[config.mk]
export PLATFORM = sky130hd
export DESIGN_NAME = rr_arbiter
export DESIGN_NICKNAME = d
export VERILOG_FILES = /design/src/rtl/arb_pkg.sv /design/src/rtl/rr_pick.sv /design/src/rtl/rr_arbiter.sv
export SDC_FILE = /design/constraint.sdc
export NUM_CORES = 1
export LEC_CHECK = 0
export BUFFER_PORTS_ARGS = -buffer_cell sky130_fd_sc_hd__buf_2
export CAP_MARGIN = 10
export CORE_ASPECT_RATIO = 1.1
export CORE_MARGIN = 2
export CORE_UTILIZATION = 23
export DETAILED_ROUTE_END_ITERATION = 10
export PLACE_DENSITY = 0.39
export SLEW_MARGIN = 20
export SYNTH_ARGS = -nofsm -noshare
export SYNTH_HDL_FRONTEND = slang
export SYNTH_SLANG_ARGS = --single-unit
[constraint.sdc]
create_clock -name clk -period 2 [get_ports clk]
set_input_delay 0.2 -clock clk [delete_from_list [all_inputs] [get_ports clk]]
set_output_delay 0.2 -clock clk [all_outputs]
set_load 0.01 [all_outputs]
[src/rtl/arb_pkg.sv]
// Shared arbitration definitions: FSM state encoding and the default sizing
// reused by arbiters and their benches.
package arb_pkg;

    typedef enum logic {
        ST_IDLE = 1'b0,
        ST_BUSY = 1'b1
    } state_e;

    localparam int ARB_N_DEFAULT        = 4;
    localparam int ARB_MAX_HOLD_DEFAULT = 16;

endpackage : arb_pkg

[src/rtl/rr_pick.sv]
// Round-robin pick: first set request at or above ptr, wrapping modulo N.
// Purely combinational so it can be exercised on its own.
module rr_pick
    import arb_pkg::*;
#(
    parameter int N = ARB_N_DEFAULT
) (
    input  logic [N-1:0]         req,
    input  logic [$clog2(N)-1:0] ptr,
    output logic [$clog2(N)-1:0] sel,
    output logic                 valid
);

    localparam int IDW = $clog2(N);

    logic [2*N-1:0] req_dbl;
    logic [N-1:0]   req_rot;
    logic [IDW-1:0] off;
    logic [IDW:0]   sum;

    // NOTE: every variable assigned here gets a default first, so no path can
    // leave one unassigned and infer a latch.
    always_comb begin
        req_dbl = {req, req};
        req_rot = N'(req_dbl >> ptr);
        valid   = |req;
        off     = '0;
        // Descending scan so the lowest offset from ptr wins.
        for (int i = N - 1; i >= 0; i--) begin
            if (req_rot[i]) off = IDW'(i);
        end
        sum = {1'b0, ptr} + {1'b0, off};
        if (sum >= (IDW + 1)'(N)) sum = sum - (IDW + 1)'(N);
        sel = sum[IDW-1:0];
    end

endmodule : rr_pick

[src/rtl/rr_arbiter.sv]
// Round-robin arbiter: grant held until done, request withdrawal or the
// MAX_HOLD limit; the released owner drops to lowest priority.
module rr_arbiter
    import arb_pkg::*;
#(
    parameter int N        = ARB_N_DEFAULT,
    parameter int MAX_HOLD = ARB_MAX_HOLD_DEFAULT
) (
    input  logic                 clk,
    input  logic                 rst,
    input  logic [N-1:0]         req,
    input  logic                 done,
    output logic [N-1:0]         grant,
    output logic [$clog2(N)-1:0] grant_id,
    output logic                 grant_valid,
    output logic                 timeout
);

    localparam int IDW = $clog2(N);
    localparam int CW  = (MAX_HOLD > 0) ? $clog2(MAX_HOLD + 1) : 1;

    state_e         state_q, state_d;
    logic [IDW-1:0] ptr_q, ptr_d;
    logic [CW-1:0]  cnt_q, cnt_d;
    logic [N-1:0]   grant_q, grant_d;
    logic [IDW-1:0] grant_id_q, grant_id_d;
    logic           timeout_q, timeout_d;

    logic [IDW-1:0] pick_sel;
    logic           pick_valid;
    logic           hold_limit;

    rr_pick #(.N(N)) u_pick (
        .req   (req),
        .ptr   (ptr_q),
        .sel   (pick_sel),
        .valid (pick_valid)
    );

    assign hold_limit = (MAX_HOLD != 0) && (cnt_q == CW'(MAX_HOLD - 1));

    always_comb begin
        state_d    = state_q;
        ptr_d      = ptr_q;
        cnt_d      = cnt_q;
        grant_d    = grant_q;
        grant_id_d = grant_id_q;
        timeout_d  = 1'b0;
        unique case (state_q)
            ST_IDLE: begin
                if (pick_valid) begin
                    grant_d    = {{(N-1){1'b0}}, 1'b1} << pick_sel;
                    grant_id_d = pick_sel;
                    cnt_d      = '0;
                    state_d    = ST_BUSY;
                end
            end
            ST_BUSY: begin
                if (done || !req[grant_id_q] || hold_limit) begin
                    // Only a pure hold-limit release reports a timeout.
                    timeout_d = !done && req[grant_id_q];
                    grant_d   = '0;
                    state_d   = ST_IDLE;
                    ptr_d     = (grant_id_q == IDW'(N - 1)) ? '0 : grant_id_q + 1'b1;
                end else if (cnt_q != {CW{1'b1}}) begin
                    cnt_d = cnt_q + 1'b1;
                end
            end
            default: state_d = ST_IDLE;
        endcase
    end

    // NOTE: sequential state uses non-blocking assignments so every register
    // samples the pre-edge values regardless of statement order.
    always_ff @(posedge clk or posedge rst) begin
        if (rst) begin
            state_q    <= ST_IDLE;
            ptr_q      <= '0;
            cnt_q      <= '0;
            grant_q    <= '0;
            grant_id_q <= '0;
            timeout_q  <= 1'b0;
        end else begin
            state_q    <= state_d;
            ptr_q      <= ptr_d;
            cnt_q      <= cnt_d;
            grant_q    <= grant_d;
            grant_id_q <= grant_id_d;
            timeout_q  <= timeout_d;
        end
    end

    assign grant       = grant_q;
    assign grant_id    = grant_id_q;
    assign grant_valid = |grant_q;
    assign timeout     = timeout_q;

endmodule : rr_arbiter

==> out/metrics.cfg, run 1 <==
[sta]
hold_viol=0
relSlewSlack=0.583
period_share=0.926
finClkSkew_ns=0.00363
worstMarginPinSlew_ns=0.625
fmax_ghz=0.540
drv_slew=0
fin_crit_ns=1.85
setup_viol=0

[flow_run]
cap_violations=0

[synthesis]
avgSynthCellArea_um2=9.84
syn_nets=107
synth-seq-cells=15
synth.distinct_cells=35
yosys-top-cells-area=dfrtp_1, ha_1, nand2_1
synth_edf_count=0
ys_async_sr_fraction=1.00
yosysTopAreaCell=dfrtp_1
synth.top_cell.area_share=0.402
syn_area_um2=935
yosysWarningCount=0
synthCells=95
ys.flop_type=dfrtp_1
ys_seq_area_frac=0.402

[clock_tree]
clock_sinks=15
clockRootBuffer=clkbuf_8
path_clk_slew_ns=0.07
htreeDepth=1
post_cts_buffers=0
cts_buffer_depth=2
cts_hold_buf=0
cts_made_buffers=3
cts_tree=yes
insertion_delay_ns=0.25

[placement]
placed_area_um2=1090
routabilityCongestion=0.766
place.detailed.hpwl_um=1520
port_buffers=14

[floorplanning]
die_area_um2=4590
rows=24
dieHeight_um=70.9
core_um2=3930
io_pins=15
start_util=0.238
fp.dieW_um=64.8

[layout]
fin_nets=129
final_cell_mix=dfrtp_1, buf_2, nand2_1
fillerInstances=415
syn_to_final_growth_pct=24.1
utilization=0.295
drive_above_1_share=0.328
final_area_um2=1160
antenna_cells=0

[drt]
vias_per_cell=4.70
drt-total-wl_um=2130
vias=790
drc=0
drt_iter0_markers=16
antenna_left=0
post_drt_wl_per_cell_um=12.7
first_pass_iters=4

[setup_path]
cp-startpoint=ptr_q[1]
crit_path_start_kind=register
r2r-start=ptr_q[1]
worstSetupPathType=register to register
endpoint_kind=register
crit_fanout=5
cp.arrival_ns=2.00
worstPathRequired_ns=2.14

[global_route]
grt_pass1_wl_um=3750
antenna_found_initial=0
globalRouteOverflowTotal=0
grt_pass1_vias=805
grt_max_degree=16
track_usage=0.104

[power]
p_per_area_nw_per_um2=1400
leakagePower_nw=0.550
vdd_drop_max_mv=0.625

[hold_path]
holdCritPathClass=primary input to asynchronous set/reset pin

[status]
status=completed

## final timing paths
kind                       endpoint  slack (ns)  cells after the start
max                        grant[1]        0.15                      9
min                        grant[0]        0.01                      2
max reg2reg                grant[1]        0.15                      9
min reg2reg                cnt_q[2]        0.52                      1
max in group asynchronous  ptr_q[1]        1.55                      2
min in group clk            timeout        0.26                      2
## logic make-up after synthesis
group           share of synthesized area
simple gates                        0.216
compound gates                      0.197
flops                               0.402
buf+inv                            0.0428
fa+ha+maj                          0.0669
xor+xnor                           0.0362
mux                                0.0402
## timing repair
item / CTS / global route
resized for setup: 0 / 7
endpoints found under the hold margin: 0 / 0
endpoints found under the setup margin: 0 / 9
## through the flow
stage / TNS [ns] / hold WS (ns) / setup slack [ns] / instances / total power, mW
after floorplan: 0 / 0.101 / 0.0475 / 95 / 1.09
after global placement: 0 / 0.310 / 0.0833 / 164 / 1.32
after detailed placement: 0 / 0.311 / 0.0761 / 164 / 1.32
after CTS: 0 / 0.0359 / 0.0621 / 168 / 1.59
after global routing: -0.0440 / 0.0640 / -0.0259 / 168 / 1.77
final: 0 / 0.0146 / 0.147 / 168 / 1.62
## where the power goes
group,switching (mW),total (mW),internal (mW)
registers,0.0962,0.499,0.403
clock network,0.123,0.263,0.140
logic,0.463,0.858,0.395
## worst max-delay path, stage by stage (launching register included)
cell and delay [ns]:
dfrtp_2 0.41, nand2_1 0.07, a21oi_1 0.13, nor2_1 0.06, a211oi_2 0.19, a21oi_1 0.06, ha_1 0.22, xnor2_2 0.15
xnor2_2 0.18, a32o_1 0.27
## cell usage after synthesis, drive strengths merged (3+ instances only)
cell type	number
dfrtp	15
nand2	15
nor2	12
a21oi	6
ha	5
a22o	4
o31ai	4
inv	3
nand2b	3
nand3	3
xnor2	3
## layer usage
layer  vias to the layer above  track usage  wire length [um]
met2                        12        0.145               887
li1                        385            -                 -
met4                         0       0.0307                21
met3                         4       0.0286                87
met5                         -            0                 0
met1                       389        0.157              1130
## final cells by class
| cell class | count | area [um2] | share of cell area |
|---|---|---|---|
| clock buffers | 3 | 41.3 | 0.0356 |
| clock inverters | 1 | 7.51 | 0.00647 |
| inverters | 3 | 11.3 | 0.00971 |
| multi-input cells | 74 | 543 | 0.468 |
| flip-flops and latches | 15 | 377 | 0.325 |
| well taps | 52 | 65.1 | 0.0561 |
| repair buffers | 20 | 115 | 0.0992 |
## state kept, by name (all words and copies together) (netlist names)
| name | cells |
|---|---|
| cnt_q | 5 |
| grant | 4 |
| grant_id | 2 |
| ptr_q | 2 |
| state_q | 1 |
| timeout | 1 |
Note: power is estimated with default switching activity, not from simulation.
==> run 2, diff against run 1 <==
--- a/config.mk
+++ b/config.mk
@@ -5,13 +5,14 @@
 export SDC_FILE = /design/constraint.sdc
 export NUM_CORES = 1
 export LEC_CHECK = 0
-export BUFFER_PORTS_ARGS = -buffer_cell sky130_fd_sc_hd__buf_2
 export CAP_MARGIN = 10
 export CORE_ASPECT_RATIO = 1.1
 export CORE_MARGIN = 2
 export CORE_UTILIZATION = 23
 export DETAILED_ROUTE_END_ITERATION = 10
-export PLACE_DENSITY = 0.39
+export DONT_BUFFER_PORTS = 1
+export PLACE_DENSITY = 0.35
+export REMOVE_ABC_BUFFERS = 1
 export SLEW_MARGIN = 20
 export SYNTH_ARGS = -nofsm -noshare
 export SYNTH_HDL_FRONTEND = slang
==> run 2 against run 1 <==
Total power shrank 3.1%. Via count shrank 5.8%. Sequential cell count is the same. Cell count shrank 8.3%. Largest cell class unchanged. Critical endpoint is now cnt_q[1]. Core utilization shrank 1.9 points.
==> out/metrics.cfg, run 2 (synthesis results as in run 1) <==
[global_route]
globalRouteOverflowTotal=0  ; unchanged
grt_max_degree=16  ; unchanged
track_usage=0.105  ; was 0.104
grt_pass1_wl_um=3660  ; was 3750 um
grt_pass1_vias=710  ; was 805
antenna_found_initial=0  ; unchanged

[drt]
drc=0  ; unchanged
drt_iter0_markers=20  ; was 16
first_pass_iters=4  ; unchanged
drt-total-wl_um=2250  ; was 2130 um
post_drt_wl_per_cell_um=14.6  ; was 12.7 um
vias=744  ; was 790
antenna_left=0  ; unchanged
vias_per_cell=4.83  ; was 4.70

[power]
combPwrFrac=0.519  ; was 0.530
internal-power_uw=898  ; was 938 uW
pwr-share-seq=0.318  ; was 0.308
switching_share=0.428  ; was 0.421
power.share.clock=0.163  ; was 0.162
leakagePower_nw=0.491  ; was 0.550 nW
p_per_area_nw_per_um2=1450  ; was 1400 nW/um2
p_sw_uw=672  ; was 682 uW
vdd_drop_max_mv=0.304  ; was 0.625 mV

[layout]
syn_to_final_growth_pct=16.1  ; was 24.1%
final_common_cell=dfrtp_1
fillerInstances=421  ; was 415
drive_above_1_share=0.206  ; was 0.328
fin_nets=115  ; was 129
final_cell_mix=dfrtp_1, nand2_1, nor2_1  ; was dfrtp_1, buf_2, nand2_1
antenna_cells=0  ; unchanged
largest_register_ffs=5  ; unchanged
regMostFlops=cnt_q  ; unchanged

[placement]
routabilityCongestion=0.696  ; was 0.766
place.detailed.hpwl_um=1640  ; was 1520 um
port_buffers=0  ; was 14

[clock_tree]
clock_sinks=15  ; unchanged
cts_made_buffers=3  ; unchanged
cts_buffer_depth=2  ; unchanged
clockRootBuffer=clkbuf_8  ; unchanged
post_cts_buffers=0  ; unchanged
insertion_delay_ns=0.25  ; about the same
path_clk_slew_ns=0.06  ; was 0.07 ns
cts_tree=yes  ; unchanged
htreeDepth=1  ; unchanged

[floorplanning]
dieHeight_um=70.9  ; unchanged
rows=24  ; unchanged
core_um2=3930  ; unchanged
die_area_um2=4590  ; unchanged
fp.dieW_um=64.8  ; unchanged
start_util=0.238  ; unchanged
io_pins=15  ; unchanged

[setup_path]
cp.arrival_ns=1.97  ; was 2.00 ns
crit_path_start_kind=register  ; unchanged
endpoint_kind=register  ; unchanged
worstSetupPathType=register to register  ; unchanged
crit_fanout=11  ; was 5
worstPathRequired_ns=2.13  ; was 2.14 ns

[sta]
tns_ns=0  ; unchanged
hold_ws_ns=0.150  ; was 0.0146 ns
rsz0062_at_grt=no
setup_viol=0  ; unchanged
period_share=0.920  ; was 0.926
worstMarginPinSlew_ns=0.646  ; was 0.625 ns
hold_viol=0  ; unchanged
fmax_ghz=0.544  ; was 0.540 GHz
relSlewSlack=0.569  ; was 0.583
fin_crit_ns=1.84  ; was 1.85 ns
drv_slew=0  ; unchanged
finClkSkew_ns=0.00749  ; was 0.00363 ns

[hold_path]
holdCritPathClass=primary input to register  ; was primary input to asynchronous set/reset pin

[flow_run]
cap_violations=0  ; unchanged

[status]
status=completed  ; unchanged

==> run 2: cell count changes in the layout (fill, tap and decap cells not counted), sizes merged <==
cell	before	now
clkinvlp	1	0
buf	20	5
dlygate4sd3	0	1
clkinv	0	1
==> run 2: metal layers <==
metal | GRT usage | vias up | wire (um)
li1 | - | 354 | -
met2 | 0.172 | 11 | 1170
met5 | 0 | - | 0
met3 | 0.0254 | 2 | 89
met1 | 0.133 | 377 | 960
met4 | 0.0426 | 0 | 24
==> run 2: stage by stage <==
step	std cells	util	power [mW]	area (um2)	setup slack, ns
after floorplan	92	-	1.05	906	0.168
after global placement	149	0.256	1.29	1010	0.119
after detailed placement	149	0.256	1.30	1010	0.0798
after CTS	154	0.271	1.57	1060	0.0579
after global routing	154	0.276	1.70	1080	0.00952
final	154	0.276	1.57	1080	0.161
==> run 2: path summary, 6_finish.rpt <==
kind | from | to | slack, ns | depth (start not counted)
min in group asynchronous | rst | cnt_q[3] | 0.47 | 2
setup reg to reg | cnt_q[1] | cnt_q[1] | 0.16 | 7
max in group asynchronous | rst | ptr_q[1] | 1.11 | 2
setup / recovery | cnt_q[1] | cnt_q[1] | 0.16 | 7
hold reg to reg | cnt_q[2] | cnt_q[2] | 0.51 | 1
hold / removal | done | state_q | 0.15 | 3
==> run 2: final cells by class <==
cell class | count | area (um2) | share of cell area
Clock buffer | 3 | 41.3 | 0.0381
Inverter | 3 | 11.3 | 0.0104
Tap cell | 52 | 65.1 | 0.0600
Multi-Input combinational cell | 74 | 539 | 0.497
Sequential cell | 15 | 375 | 0.346
Clock inverter | 1 | 5.00 | 0.00461
Timing Repair Buffer | 6 | 47.5 | 0.0438
==> run 2: power groups by stage <==
stage	sequential (mW)	combinational (mW)	clock, mW
floorplan	0.539	0.509	0
global placement	0.504	0.781	0
detailed placement	0.506	0.793	0
CTS	0.500	0.800	0.265
global route	0.515	0.908	0.278
finish	0.499	0.815	0.256
==> run 2: what timing repair did <==
action,in CTS,in global routing
hold buffers,1,0
hold endpoints to repair,15,0
setup endpoints to repair,0,7
gates resized for setup,0,4
==> run 2: worst max-delay path, cell delays in order (launching register included) <==
cell	delay (ns)
dfrtp_1	0.41
ha_1	0.20
and3_1	0.20
ha_1	0.20
nor2_2	0.15
nand2_4	0.14
a22o_1	0.25
a22o_1	0.18
